`src/rtl/move_request_gen.sv`:
```
// Push-button conditioner: sync + debounce per button, U>D>R>L priority select,
// and a move-strobe generator with typematic auto-repeat.

module move_request_gen_deb #(
  parameter int unsigned DEBOUNCE_CYCLES = 1000000,
  parameter int unsigned CNT_W           = 32
) (
  input  logic clk,
  input  logic rst_n,
  input  logic raw,
  output logic deb
);
  logic             s1_q, s2_q, deb_q, deb_d;
  logic [CNT_W-1:0] cnt_q, cnt_d;

  // Counter only runs while the synced level disagrees with the accepted one.
  always_comb begin
    deb_d = deb_q;
    cnt_d = '0;
    if (s2_q != deb_q) begin
      if (cnt_q == CNT_W'(DEBOUNCE_CYCLES - 1)) deb_d = s2_q;
      else                                      cnt_d = cnt_q + 1'b1;
    end
  end

  always_ff @(posedge clk or negedge rst_n) begin
    if (!rst_n) begin
      s1_q  <= 1'b0;
      s2_q  <= 1'b0;
      deb_q <= 1'b0;
      cnt_q <= '0;
    end else begin
      s1_q  <= raw;
      s2_q  <= s1_q;
      deb_q <= deb_d;
      cnt_q <= cnt_d;
    end
  end

  assign deb = deb_q;
endmodule

module move_request_gen #(
  parameter int unsigned DEBOUNCE_CYCLES = 1000000,
  parameter int unsigned REPEAT_DELAY    = 40000000,
  parameter int unsigned REPEAT_PERIOD   = 10000000,
  parameter int unsigned CNT_W           = 32
) (
  input  logic       clk,
  input  logic       rst_n,
  input  logic       btnU,
  input  logic       btnD,
  input  logic       btnR,
  input  logic       btnL,
  input  logic       holdOff,
  output logic [3:0] btns,
  output logic       moveStb,
  output logic       held
);
  typedef enum logic [1:0] {IDLE, FIRST, DELAY, RPT} state_e;

  logic [3:0]       deb, dir;
  state_e           state_q, state_d;
  logic [CNT_W-1:0] cnt_q, cnt_d;
  logic [3:0]       last_q, last_d, btns_q, btns_d;
  logic             stb_q, stb_d;

  move_request_gen_deb #(.DEBOUNCE_CYCLES(DEBOUNCE_CYCLES), .CNT_W(CNT_W)) u_deb [3:0] (
    .clk  (clk),
    .rst_n(rst_n),
    .raw  ({btnU, btnD, btnR, btnL}),
    .deb  (deb)
  );

  always_comb begin
    dir = 4'b0000;
    if      (deb[3]) dir = 4'b1000;
    else if (deb[2]) dir = 4'b0100;
    else if (deb[1]) dir = 4'b0010;
    else if (deb[0]) dir = 4'b0001;
  end

  // last_q remembers the direction of the current run so a new winner restarts it.
  always_comb begin
    state_d = state_q;
    cnt_d   = cnt_q;
    last_d  = last_q;
    stb_d   = 1'b0;
    btns_d  = 4'b0000;
    if (holdOff || dir == 4'b0000) begin
      state_d = IDLE;
      cnt_d   = '0;
    end else if (state_q == IDLE || dir != last_q) begin
      state_d = FIRST;
      stb_d   = 1'b1;
      btns_d  = dir;
      last_d  = dir;
    end else begin
      case (state_q)
        FIRST: begin
          state_d = DELAY;
          cnt_d   = CNT_W'(REPEAT_DELAY - 1);
        end
        RPT: begin
          state_d = DELAY;
          cnt_d   = CNT_W'(REPEAT_PERIOD - 1);
        end
        DELAY: begin
          if (cnt_q == '0) begin
            state_d = RPT;
            stb_d   = 1'b1;
            btns_d  = dir;
          end else begin
            cnt_d = cnt_q - 1'b1;
          end
        end
        default: state_d = IDLE;
      endcase
    end
  end

  always_ff @(posedge clk or negedge rst_n) begin
    if (!rst_n) begin
      state_q <= IDLE;
      cnt_q   <= '0;
      last_q  <= 4'b0000;
      btns_q  <= 4'b0000;
      stb_q   <= 1'b0;
    end else begin
      state_q <= state_d;
      cnt_q   <= cnt_d;
      last_q  <= last_d;
      btns_q  <= btns_d;
      stb_q   <= stb_d;
    end
  end

  assign moveStb = stb_q;
  assign btns    = btns_q;
  assign held    = |deb;
endmodule

```
`config.mk`:
```
export PLATFORM = sky130hd
export DESIGN_NAME = move_request_gen
export DESIGN_NICKNAME = d
export VERILOG_FILES = /design/src/rtl/move_request_gen.sv
export SDC_FILE = /design/constraint.sdc
export NUM_CORES = 1
export LEC_CHECK = 0
export BUFFER_PORTS_ARGS = -buffer_cell sky130_fd_sc_hd__clkbuf_2
export CAP_MARGIN = 20
export CORE_MARGIN = 3
export CORE_UTILIZATION = 40
export CTS_CLUSTER_DIAMETER = 50
export DETAILED_ROUTE_END_ITERATION = 6
export GPL_TIMING_DRIVEN = 0
export PLACE_DENSITY = 0.57
export REMOVE_ABC_BUFFERS = 1
export SKIP_LAST_GASP = 1
export SLEW_MARGIN = 5
export SYNTH_ARGS = -nofsm -noshare
export SYNTH_HDL_FRONTEND = slang
export SYNTH_SLANG_ARGS = --single-unit
export TNS_END_PERCENT = 30
```
`constraint.sdc`:
```
create_clock -name clk -period 2.4 [get_ports clk]
set_input_delay 0.24 -clock clk [delete_from_list [all_inputs] [get_ports clk]]
set_output_delay 0.24 -clock clk [all_outputs]
set_load 0.02 [all_outputs]
```
==> Yosys cells after proc, flatten, opt, wreduce, memory -nomap -nowiden <==
Cells that the tools add are included.
{ "word_totals": {"output_inout_bits": 6, "register_bits": 183, "input_bits": 7, "wordCells": 84} }
{ "classes": {"bitwise_logic": 1, "reduce_logical": 14, "eq_ne": 15, "n_addsub": 5, "mux": 28} }
{ "op_table": {"columns": ["operator", "n"], "rows": [
  ["32-bit 2-to-1 mux", 11],
  ["32-bit by 1-bit adder with 32-bit output (second input constant)", 4],
  ["32-bit by 20-bit == test with 1-bit output (second input constant)", 4],
  ["32-bit case mux with 3 select lines", 1],
  ["32-bit logical NOT", 1],
  ["32-bit by 1-bit subtractor with 32-bit output (second input constant)", 1],
  ["4-bit 2-to-1 mux", 5],
  ["2-bit AND reduction", 5],
  ["2-bit 2-to-1 mux", 4],
  ["1-bit 2-to-1 mux", 5],
  ["2-bit == test (second input constant)", 2],
  ["4-bit logical NOT", 1],
  ["1-bit inequality test", 4],
  ["4-bit inequality test", 1],
  ["4-bit inequality test (second input constant)", 1],
  ["2-bit case mux with 2 select lines", 1],
  ["4-bit nonzero test", 1],
  ["4-bit OR reduction", 1],
  ["3-bit 2-to-1 mux", 1],
  ["3-bit inequality test (second input constant)", 1],
  ["3-bit AND reduction", 1],
  ["2-bit by 1-bit == test with 1-bit output (second input constant)", 1],
  ["2-bit logical NOT", 1],
  ["1-bit logical OR", 2],
  ["other kinds (3)", 3]
]} }

==> Longest topological paths before layout <==
{ "logic_depth": {"ltp_word": 8, "depth_mapped": 10, "mapped_depth_nobuf": 8} }

==> Modules after synthesis <==
A second synthesis with hierarchy kept.
{ "hier_totals": {"cells_unflattened": 1052, "area_unflattened_um2": 9850.7} }
{ "modules_own_cells": {"columns": ["mod", "instances", "seq_area_each_um2", "cells_per_inst", "area_each_um2"], "rows": [
  ["move_request_gen_deb", 4, 875.8, 189, 1819.2],
  ["move_request_gen", 1, 1076.0, 296, 2573.7]
]} }

==> Worst setup path after synthesis <==
Ideal clock, no wire load.
{ "synth_timing": {"path_kind": "register -> register", "start": "reg cnt_q[24]", "end": "reg cnt_q[17]", "setup_slack_ns": -0.176, "setup_ns": 0.121, "required_ns": 2.279, "path_buffers": 1, "arrival_ns": 2.455, "period_less_slack_ns": 2.576, "stages_incl_launch_ff": 8, "path_cell_list": "dfrtp_1 -> or4_4 -> or2_4 -> or4_4 -> o211a_4 -> buf_6 -> a21o_1 -> a22o_1"} }
{ "synth_between": {"elab_chain_len": 3} }
{ "synth_lines": {"columns": ["item", "line_no", "rtl"], "rows": [
  ["from (decl)", "64", "logic [CNT_W-1:0] cnt_q, cnt_d;"],
  ["from (signal assigned)", "131", "cnt_q <= cnt_d;"],
  ["32-bit logical NOT", "109", "if (cnt_q == '0) begin"],
  ["3-bit inequality test (no source line)", null, null],
  ["3-bit AND reduction (no source line)", null, null]
]} }
No other way between the ends.
A chain may end at the register's enable or synchronous reset.

==> Worst setup path after layout <==
{ "layout_timing": {"start": "reg cnt_q[24]", "end": "reg cnt_q[11]"} }
Same word-level chain as after synthesis.

==> out/qor.yml <==
status: "finished with violations"
violations: "setup timing"
drt_iter0_markers: 400
switching_share_pct: 23.19
cts_sinks: 183
synth_area_sq_um: 9184
finalPower_uw: 6193
power.static_leakage_uw: 0.004708
r2r_start: "cnt_q[24]"
relSlewSlack_pct: 50.45
drc: 0
h-tree-depth: 4
max_freq_mhz: 397.6
start_util_pct: 41.44
grt_start_max_net_pins: 81
required_ns: 2.72
ir_drop_uv: 387.3
grt_overflow: 0
cts_buffer_depth: 2
globalplace.congestion: 0.7913
via_count: 6882
cp-end-kind: "flip-flop"
ioPinCount: 13
rsz0062_at_grt: "yes"
whs_path_depth: 2
regToRegSetupSlack_ns: -0.11
ys.flop_type: "dfrtp_1"
dp_hpwl_mm: 11.99
utilization_pct: 47.69
async_reset_ff_share_pct: 100.0
p_comb_share_pct: 2.6
final_area_sq_um: 10570
ant_nets: 0
yosys_register_bits: 183
dr.max_layer_used: "met4"
ys_seq_area_share_pct: 49.86
worst_slew_pin_slew_ns: 0.7364
avgViaCountPerCell: 5.393
synth_cell_types: 59
sequentialPowerShare_pct: 50.5
path_class: "flip-flop to flip-flop"
rr_endpoint: "cnt_q[11]"
wl_met2_mm: 8.889
rr_worst_depth: 7
post_dp_cell_area_sq_um: 9549
wl_met1_mm: 9.484
avgSynthCellArea_sq_um: 9.586
post-route-period-util_pct: 104.8
hold_path.startpoint: "holdOff"
crit_fanout: 7
wl_mm: 19.15
holdPathEnd: "last_q[2]"
slew_viol_final: 0
intPower_uw: 4757
die_h_um: 157.5
die-area_sq_um: 24810
clock_power_share_pct: 46.9
maxCapViolCount: 0
antenna_found_initial: 0
nFillCells: 2078
fin_ws_ns: -0.1149
finalCriticalPeriod_ns: 2.515
fp.coreArea_sq_um: 22160
hold_path.class: "input pin to flip-flop"
setup_viol_count_final: 14
syn_inst: 958
insertion_delay_ns: 0.43
synth_warnings: 0
rows: 54
grt_pass1_vias: 6796
powerDensity_nw_per_um2: 586.0
fin_nets: 998
grt_usage_pct: 16.41
wl_met3_um: 543
cts_made_buffers: 17
hold_viol: 0
finClkSkew_ns: 0.01426
drive_gt1_share_pct: 11.75
start_kind: "flip-flop"
dr.pass1.iters: 5
netSwitchingPower_uw: 1436
cts_tree: "yes"
area_growth_pct: 15.08
clk_pin_slew_worst_paths_ns: 0.08
grt_pass1_wl_mm: 33.26
antenna-diode-count: 0
synth_edf_count: 0
post_drt_wl_per_cell_um: 15.01
port_buffers: 12
arrival_ns: 2.84
cts_root_buf: "clkbuf_16"
die_x_um: 157.5
how the worst max path moves through the flow:
stage	from	endpoint	cells past startpoint
after global routing	cnt_q[25]	cnt_q[11]	7
final	cnt_q[24]	cnt_q[11]	7
after CTS	cnt_q[24]	cnt_q[11]	7
after floorplan	cnt_q[24]	cnt_q[3]	6
after detailed placement	cnt_q[2]	cnt_q[5]	7
after global placement	rst_n	u_deb[2].cnt_q[21]	1
critical path: stages, from the launching register on:
cell and delay (ns):
dfrtp_2 0.41, or4_4 0.52, or2_4 0.28, or4_4 0.48, o211a_4 0.31, buf_6 0.15
a32oi_1 0.20, nand2_1 0.07
cells in the mapped netlist (all sizes together) (10+ instances only):
cell type  instances  share of area [%]
nor3              30                1.6
a21oi             13               0.71
and2              10               0.68
xnor2             49                4.7
o22a              12                1.1
dfrtp            183                 50
clkbuf            30                1.2
and4              15                1.4
nor4              24                1.7
nand2             57                2.3
nand4             36                2.5
inv               18               0.74
nand3             56                3.1
nor2             169                6.9
xor2              75                7.2
and3              35                2.4
o21ai             38                2.1
area by class of cell:
class / count / area [sq um] / share of cell area [%]
Inverter: 18 / 67.56 / 0.6393
Multi-Input combinational cell: 720 / 4556 / 43.10
Clock inverter: 13 / 161.4 / 1.527
Sequential cell: 183 / 4581 / 43.34
Clock buffer: 19 / 442.9 / 4.191
Tap cell: 280 / 350.3 / 3.315
Timing Repair Buffer: 43 / 410.4 / 3.883
cells by family after synthesis:
logic type	Yosys count	share of synthesized area, %
DFF	183	49.86
and+or+nand+nor	474	26.04
muxes	5	0.5994
AOI/OAI and AO/OA	109	8.065
adders and majority gates	8	1.090
xor gates and xnor gates	124	11.83
buffers and inverters	55	2.520
what timing repair did:
action / CTS / global route
hold buffers: 5 / 0
pin swaps: 10 / 9
resized for setup: 28 / 20
buffers inserted: 17 / 4
endpoints found under the hold margin: 36 / 0
endpoints found under the setup margin: 41 / 74
metrics by stage:
| step | TNS (ns) | worst slack, ns | std cells | hold WS [ns] |
|---|---|---|---|---|
| 2_1_floorplan | -10.30 | -0.4470 | 921 | -0.05559 |
| 3_3_place_gp | -497.96 | -2.492 | 1213 | 0.3353 |
| 3_5_place_dp | -33.85 | -1.159 | 1217 | 0.1606 |
| 4_1_cts | -0.9597 | -0.1233 | 1271 | 0.08597 |
| 5_1_grt | -4.384 | -0.1594 | 1276 | 0.1043 |
| 6_report | -0.6700 | -0.1149 | 1276 | 0.1091 |
flip-flops by register name, indices dropped and copies added, names as in the netlist:
register,flops
u_deb.cnt_q,128
moveStb,1
cnt_q,32
state_q,2
u_deb.s2_q,4
u_deb.deb,4
u_deb.s1_q,4
btns,4
last_q,4
placed cells by master, fill, tap and decap left out, types with 7 or more instances in the layout:
cell       count
nor3_1        25
nor4_1        19
clkbuf_16     17
and2_1        10
o21ai_0       35
nand4_1       36
buf_4         16
inv_1         18
nand3_1       55
and3_1        35
o22a_1        12
xnor2_1       49
nand2_1       56
clkbuf_2      11
nor4b_1        7
dfrtp_1      182
xor2_1        75
nor2_1       166
a31oi_1        8
and4_1        15
a21oi_1       12
layer usage:
metal	up-vias	GRT usage, %
met1	3352	23.21
met2	90	25.88
met3	18	2.914
met4	0	5.000
li1	3422	-
met5	-	0
power by group through the flow:
| stage | clock network, uW | logic [uW] | registers (uW) |
|---|---|---|---|
| after floorplan | 0 | 55.7 | 3180 |
| after global placement | 0 | 143 | 3190 |
| after detailed placement | 0 | 162 | 3190 |
| after CTS | 2970 | 169 | 3130 |
| after global routing | 3090 | 188 | 3130 |
| final | 2900 | 160 | 3130 |
Power figures use the tool's default switching activity.
